$ cat src/rtl/pc_fetch_unit_pkg.sv
// Shared constants and types for the fetch stage: reset/handler vectors,
// instruction-memory window, exception codes and next-PC select encodings.
package pc_fetch_unit_pkg;

  localparam int unsigned ADDR_W = 32;
  localparam int unsigned EXC_W  = 5;

  localparam logic [ADDR_W-1:0] PC_RESET   = 32'h0000_3000;
  localparam logic [ADDR_W-1:0] PC_HANDLER = 32'h0000_4180;
  localparam logic [ADDR_W-1:0] PC_STEP    = 32'h0000_0004;

  // Inclusive bounds of the word-aligned instruction memory window.
  localparam logic [ADDR_W-1:0] IM_LO = 32'h0000_3000;
  localparam logic [ADDR_W-1:0] IM_HI = 32'h0000_6FFC;

  localparam logic [EXC_W-1:0] EXC_NONE = 5'd0;
  localparam logic [EXC_W-1:0] EXC_AdEL = 5'd4;

  typedef enum logic [1:0] {
    NPC_SEQ = 2'd0,
    NPC_BR  = 2'd1,
    NPC_J   = 2'd2,
    NPC_JR  = 2'd3
  } npc_sel_e;

  function automatic logic fetch_addr_fault(input logic [ADDR_W-1:0] addr);
    return (addr[1:0] != 2'b00) || (addr < IM_LO) || (addr > IM_HI);
  endfunction

endpackage

$ cat src/rtl/pc_fetch_unit_npc_mux.sv
// Combinational next-PC selection; priority req > stall > eret > npc_sel.
// Reset is applied at the PC register itself, not here.
module npc_mux
  import pc_fetch_unit_pkg::*;
(
  input  logic [ADDR_W-1:0] pc_i,
  input  logic              req_i,
  input  logic              stall_i,
  input  logic              eret_i,
  input  logic [ADDR_W-1:0] epc_i,
  input  npc_sel_e          npc_sel_i,
  input  logic [ADDR_W-1:0] br_target_i,
  input  logic [ADDR_W-1:0] j_target_i,
  input  logic [ADDR_W-1:0] jr_target_i,
  output logic [ADDR_W-1:0] npc_o
);

  logic [ADDR_W-1:0] flow_npc;
  logic [ADDR_W-1:0] seq_npc;

  // Plain 32-bit add: wraps past 0xFFFF_FFFC with the carry discarded.
  assign seq_npc = pc_i + PC_STEP;

  always_comb begin
    flow_npc = seq_npc;
    unique case (npc_sel_i)
      NPC_SEQ: flow_npc = seq_npc;
      NPC_BR:  flow_npc = br_target_i;
      NPC_J:   flow_npc = j_target_i;
      NPC_JR:  flow_npc = jr_target_i;
    endcase
  end

  always_comb begin
    npc_o = flow_npc;
    if (req_i) begin
      npc_o = PC_HANDLER;
    end else if (stall_i) begin
      npc_o = pc_i;
    end else if (eret_i) begin
      npc_o = epc_i;
    end
  end

endmodule

$ cat src/rtl/pc_fetch_unit.sv
// Fetch stage: PC register, instruction-address fault detection and gating
// of the fetched instruction / exception code / delay-slot flag.
module pc_fetch_unit
  import pc_fetch_unit_pkg::*;
(
  input  logic              clk,
  input  logic              reset,
  input  logic              req,
  input  logic              stall,
  input  logic              eret_d,
  input  logic [ADDR_W-1:0] epc,
  input  logic [1:0]        npc_sel,
  input  logic [ADDR_W-1:0] br_target,
  input  logic [ADDR_W-1:0] j_target,
  input  logic [ADDR_W-1:0] jr_target,
  input  logic              is_bj_d,
  output logic [ADDR_W-1:0] i_inst_addr,
  input  logic [ADDR_W-1:0] i_inst_rdata,
  output logic [ADDR_W-1:0] pc_f,
  output logic [ADDR_W-1:0] instr_f,
  output logic [EXC_W-1:0]  exc_code_f,
  output logic              bd_f
);

  logic [ADDR_W-1:0] pc_q;
  logic [ADDR_W-1:0] pc_d;
  logic              adel;

  npc_mux u_npc_mux (
    .pc_i        (pc_q),
    .req_i       (req),
    .stall_i     (stall),
    .eret_i      (eret_d),
    .epc_i       (epc),
    .npc_sel_i   (npc_sel_e'(npc_sel)),
    .br_target_i (br_target),
    .j_target_i  (j_target),
    .jr_target_i (jr_target),
    .npc_o       (pc_d)
  );

  // The PC is the only state in the fetch stage.
  always_ff @(posedge clk) begin
    if (reset) begin
      pc_q <= PC_RESET;
    end else begin
      pc_q <= pc_d;
    end
  end

  assign pc_f        = pc_q;
  assign i_inst_addr = pc_q;
  assign adel        = fetch_addr_fault(pc_q);

  // An eret in D squashes whatever was fetched behind it, fault or not.
  always_comb begin
    instr_f    = i_inst_rdata;
    exc_code_f = EXC_NONE;
    bd_f       = is_bj_d;
    if (eret_d) begin
      instr_f    = '0;
      exc_code_f = EXC_NONE;
      bd_f       = 1'b0;
    end else if (adel) begin
      instr_f    = '0;
      exc_code_f = EXC_AdEL;
    end
  end

endmodule

$ cat config.mk
export PLATFORM = sky130hd
export DESIGN_NAME = pc_fetch_unit
export DESIGN_NICKNAME = d
export VERILOG_FILES = /design/src/rtl/pc_fetch_unit_pkg.sv /design/src/rtl/pc_fetch_unit_npc_mux.sv /design/src/rtl/pc_fetch_unit.sv
export SDC_FILE = /design/constraint.sdc
export NUM_CORES = 1
export LEC_CHECK = 0
export CAP_MARGIN = 40
export CORE_AREA = 2 2 104 106
export DETAILED_ROUTE_END_ITERATION = 12
export DIE_AREA = 0 0 106 108
export GPL_ROUTABILITY_DRIVEN = 0
export PLACE_DENSITY_LB_ADDON = 0.15
export SYNTH_ARGS = -nofsm -noshare
export SYNTH_HDL_FRONTEND = slang
export SYNTH_SLANG_ARGS = --single-unit
$ cat constraint.sdc
create_clock -name clk -period 3.2 [get_ports clk]
set_input_delay 0.64 -clock clk [delete_from_list [all_inputs] [get_ports clk]]
set_output_delay 0.64 -clock clk [all_outputs]
set_load 0.02 [all_outputs]
==> run_summary.xml <==
<?xml version="1.0" encoding="UTF-8"?>
<metrics>
  <group name="sta">
    <metric name="slew_margin_rel" unit="%">40.6</metric>
    <metric name="final_min_period_over_clock_period" unit="%">96.6</metric>
    <metric name="hold_viol" unit="">0</metric>
    <metric name="maxSlewViolCount" unit="">0</metric>
    <metric name="post-route-min-period" unit="ns">3.09</metric>
    <metric name="setup-violations-final" unit="">0</metric>
    <metric name="clock-skew-final" unit="ns">0.00579</metric>
    <metric name="setup_repair_after_global_routing_missed_its_margin" unit="">false</metric>
    <metric name="fin_tns_setup" unit="ns">0</metric>
    <metric name="worst-slew-pin-transition" unit="ns">0.888</metric>
    <metric name="max_freq" unit="MHz">323</metric>
  </group>
  <group name="pwr">
    <metric name="power_frac_seq" unit="%">30.5</metric>
    <metric name="power.ir.vdd_worst" unit="V">0.000128</metric>
    <metric name="power_density" unit="nW/um^2">239</metric>
    <metric name="share_comb_of_total_power" unit="%">46.8</metric>
    <metric name="static-leakage-power" unit="nW">2.30</metric>
    <metric name="power.net_switching" unit="W">0.000499</metric>
    <metric name="clkPwrFrac" unit="%">22.7</metric>
    <metric name="power.share.switching" unit="%">33.9</metric>
    <metric name="power_report.internal_total" unit="W">0.000975</metric>
  </group>
  <group name="finish">
    <metric name="nets" unit="">878</metric>
    <metric name="area.growth.synth_to_final" unit="%">75.8</metric>
    <metric name="n_antenna_cell" unit="">0</metric>
    <metric name="fin_area" unit="sq um">6180</metric>
    <metric name="largest_register_ffs" unit="">30</metric>
    <metric name="final_layout_size_suffix_gt1_share" unit="%">8.59</metric>
  </group>
  <group name="critical_path">
    <metric name="worstSetupStartpointType" unit="">flip-flop</metric>
    <metric name="critPathCaptureType" unit="">primary output</metric>
    <metric name="cp.arrival" unit="ns">2.45</metric>
    <metric name="critPathRequiredTime" unit="ns">2.56</metric>
    <metric name="ordered_list_of_cells_on_the_worst_path" unit="">nor4_2 &gt; nand3_1 &gt; nor4_4 &gt; buf_6 &gt; and2_1 &gt; clkdlybuf4s50_1</metric>
    <metric name="crit_path_max_incr_delay" unit="ns">0.62</metric>
    <metric name="slowest_stage" unit="">sky130_fd_sc_hd__clkdlybuf4s50_1</metric>
    <metric name="cp_max_fanout" unit="">32</metric>
    <metric name="timing_worst_setup_path_type" unit="">flip-flop to primary output</metric>
  </group>
  <group name="routing">
    <metric name="vias" unit="">4694</metric>
    <metric name="vias_per_cell" unit="">5.55</metric>
    <metric name="drt_first_pass_iters" unit="">5</metric>
    <metric name="routedWlPerCell" unit="um">19.2</metric>
    <metric name="drc_violation_total_after_the_first_tritonroute_iteration" unit="">387</metric>
    <metric name="detail_route.wirelength" unit="mm">16.2</metric>
    <metric name="drc" unit="">0</metric>
    <metric name="drt.antenna.violating_nets" unit="">0</metric>
  </group>
  <group name="grt">
    <metric name="grt_use_total" unit="%">27.7</metric>
    <metric name="grt_overflow_total" unit="">0</metric>
    <metric name="largest_net_degree_at_the_start_of_global_routing" unit="">40</metric>
    <metric name="wire_length_of_the_first_global_routing_pass" unit="mm">24.9</metric>
    <metric name="number_of_global_route_vias_before_repair" unit="">4703</metric>
    <metric name="antenna_found_initial" unit="">0</metric>
  </group>
  <group name="logic_synthesis">
    <metric name="netlist-cell-type-count" unit="">62</metric>
    <metric name="synth_top_cell_by_area" unit="">sky130_fd_sc_hd__dfxtp_1</metric>
    <metric name="synth.yosys.seq_area_share" unit="%">18.2</metric>
    <metric name="netlist_instances" unit="">485</metric>
    <metric name="async_reset_ff_share" unit="%">0</metric>
    <metric name="synth.most_common_cell" unit="">sky130_fd_sc_hd__buf_4</metric>
    <metric name="synth.cell_area" unit="sq um">3510</metric>
    <metric name="ys.warnings.count" unit="">0</metric>
    <metric name="ys_dominant_reg_cell" unit="">sky130_fd_sc_hd__dfxtp_1</metric>
    <metric name="netlist_top_cells_count" unit="">39 x sky130_fd_sc_hd__buf_4, 38 x sky130_fd_sc_hd__nand2_1, 36 x sky130_fd_sc_hd__a21oi_1</metric>
    <metric name="post-synth-top-area-fraction" unit="%">18.2</metric>
    <metric name="most_area_consuming_cells_after_synthesis" unit="">sky130_fd_sc_hd__dfxtp_1 18%, sky130_fd_sc_hd__buf_4 8.3%, sky130_fd_sc_hd__mux2i_1 7.1%</metric>
    <metric name="yosys_register_bits" unit="">32</metric>
    <metric name="syn_area_per_cell" unit="sq um">7.24</metric>
    <metric name="synth_edf_count" unit="">0</metric>
  </group>
  <group name="cts">
    <metric name="cts.root.buffer_cell" unit="">sky130_fd_sc_hd__clkbuf_8</metric>
    <metric name="insertion_delay_of_the_later_clocked_pin_in_the_worst_skew_pair" unit="ns">0.29</metric>
    <metric name="cts_made_buffers" unit="">5</metric>
    <metric name="clkSlewWorstSetupHoldPaths" unit="ns">0.07</metric>
    <metric name="hold_buffers" unit="">0</metric>
    <metric name="cts.path.max_buffers" unit="">2</metric>
    <metric name="clkSinkCount" unit="">32</metric>
    <metric name="htree_num_levels" unit="">2</metric>
    <metric name="tritoncts" unit="">done</metric>
  </group>
  <group name="die">
    <metric name="ios" unit="">270</metric>
    <metric name="die_x" unit="um">106</metric>
    <metric name="start_util" unit="%">34.3</metric>
    <metric name="row_count" unit="">37</metric>
    <metric name="floorplan.core_area" unit="sq um">10200</metric>
    <metric name="die_y" unit="um">108</metric>
    <metric name="design.die.area" unit="sq um">11400</metric>
  </group>
  <group name="place">
    <metric name="place.detailed.hpwl" unit="mm">12.9</metric>
    <metric name="placement.cell_area" unit="sq um">6060</metric>
    <metric name="portbufs" unit="">265</metric>
  </group>
  <group name="run_status">
    <metric name="run_status" unit="">completed</metric>
  </group>
  <group name="run">
    <metric name="drv_cap" unit="">0</metric>
  </group>
  <group name="min_path">
    <metric name="min_path_type" unit="">flip-flop to flip-flop</metric>
  </group>
</metrics>
## worst max-delay path, delay by kind of cell, from the launching register on
kind,cells,cell delay (ns)
buffers and inverters,2,0.85
and+or+nand+nor,4,0.94
DFF,1,0.37
## power groups by stage
stage / sequential (W) / combinational (W) / clock [W]
2_1_floorplan: 0.000479 / 0.000292 / 0
6_report: 0.000449 / 0.000690 / 0.000335
5_1_grt: 0.000451 / 0.000738 / 0.000354
3_5_place_dp: 0.000457 / 0.000684 / 0
4_1_cts: 0.000448 / 0.000688 / 0.000333
3_3_place_gp: 0.000455 / 0.000677 / 0
## final timing paths
kind | from | to | slack [ns] | depth (start not counted)
setup / recovery | i_inst_addr[27] | instr_f[8] | 0.11 | 6
hold / removal | flip-flop | flip-flop | 0.53 | 2
setup reg to reg | i_inst_addr[7] | i_inst_addr[19] | 0.95 | 5
hold reg to reg | flip-flop | flip-flop | 0.53 | 2
## cells by family after synthesis
group	after synthesis	synth area share, %
muxes	34	11.0
other	1	0.107
AOI/OAI and AO/OA	129	23.5
DFF	32	18.2
xor gates and xnor gates	4	0.997
adders and majority gates	1	0.356
buffers and inverters	82	13.5
and+or+nand+nor	202	32.4
## stage by stage
stage	setup WS [ns]	hold WS, ns	total power [W]	cells	utilization (%)
2_1_floorplan	0.867	0.568	0.000771	488	-
3_3_place_gp	0.429	0.512	0.00113	837	59.3
3_5_place_dp	0.305	0.512	0.00114	837	59.3
4_1_cts	0.0399	0.524	0.00147	845	60.2
5_1_grt	0.00340	0.545	0.00154	846	60.4
6_report	0.108	0.526	0.00147	846	60.4
## routing by layer
layer,wire [um],GRT usage (%),part of all wire (%)
met1,5770,30.7,36
met2,8460,52.8,52
met3,1680,6.87,10
met4,306,6.95,1.9
met5,0,0,0
## final cells by class
type / count / area [sq um]
fill: 929 / 4050
timing repair buffer: 289 / 2820
multi-input combinational: 374 / 2430
sequential: 32 / 641
tap: 136 / 170
clock buffer: 8 / 90.1
inverter: 7 / 26.3
## cells in the final DEF (no fill, tap or decap), types with 3 or more instances in the layout
cell type,count
sky130_fd_sc_hd__and3_1,6
sky130_fd_sc_hd__a31oi_1,5
sky130_fd_sc_hd__a21oi_1,36
sky130_fd_sc_hd__and4_1,4
sky130_fd_sc_hd__nand2_1,38
sky130_fd_sc_hd__inv_1,7
sky130_fd_sc_hd__clkbuf_8,6
sky130_fd_sc_hd__dfxtp_1,32
sky130_fd_sc_hd__o21ai_0,29
sky130_fd_sc_hd__nor3_1,23
sky130_fd_sc_hd__nand4_1,12
sky130_fd_sc_hd__conb_1,4
sky130_fd_sc_hd__dlymetal6s2s_1,3
sky130_fd_sc_hd__mux4_2,3
sky130_fd_sc_hd__a311oi_1,4
sky130_fd_sc_hd__buf_4,23
sky130_fd_sc_hd__nor2b_1,3
sky130_fd_sc_hd__o2bb2ai_1,4
sky130_fd_sc_hd__nor2_1,31
sky130_fd_sc_hd__nor4_2,3
sky130_fd_sc_hd__nand3_1,13
sky130_fd_sc_hd__clkdlybuf4s50_1,258
sky130_fd_sc_hd__mux2i_1,25
sky130_fd_sc_hd__xor2_1,3
sky130_fd_sc_hd__o221ai_1,3
sky130_fd_sc_hd__a211oi_1,27
sky130_fd_sc_hd__nor4_1,13
sky130_fd_sc_hd__and2_1,32
sky130_fd_sc_hd__o211ai_1,6
sky130_fd_sc_hd__or2_2,3
sky130_fd_sc_hd__buf_2,4
sky130_fd_sc_hd__mux2_2,6
## what timing repair did
| action | in CTS | in global routing |
|---|---|---|
| pin swaps | 0 | 1 |
| setup buffers | 0 | 1 |
| endpoints found under the setup margin | 1 | 32 |
| gates resized for setup | 1 | 4 |
No activity file was read; power rests on OpenSTA's default activity.
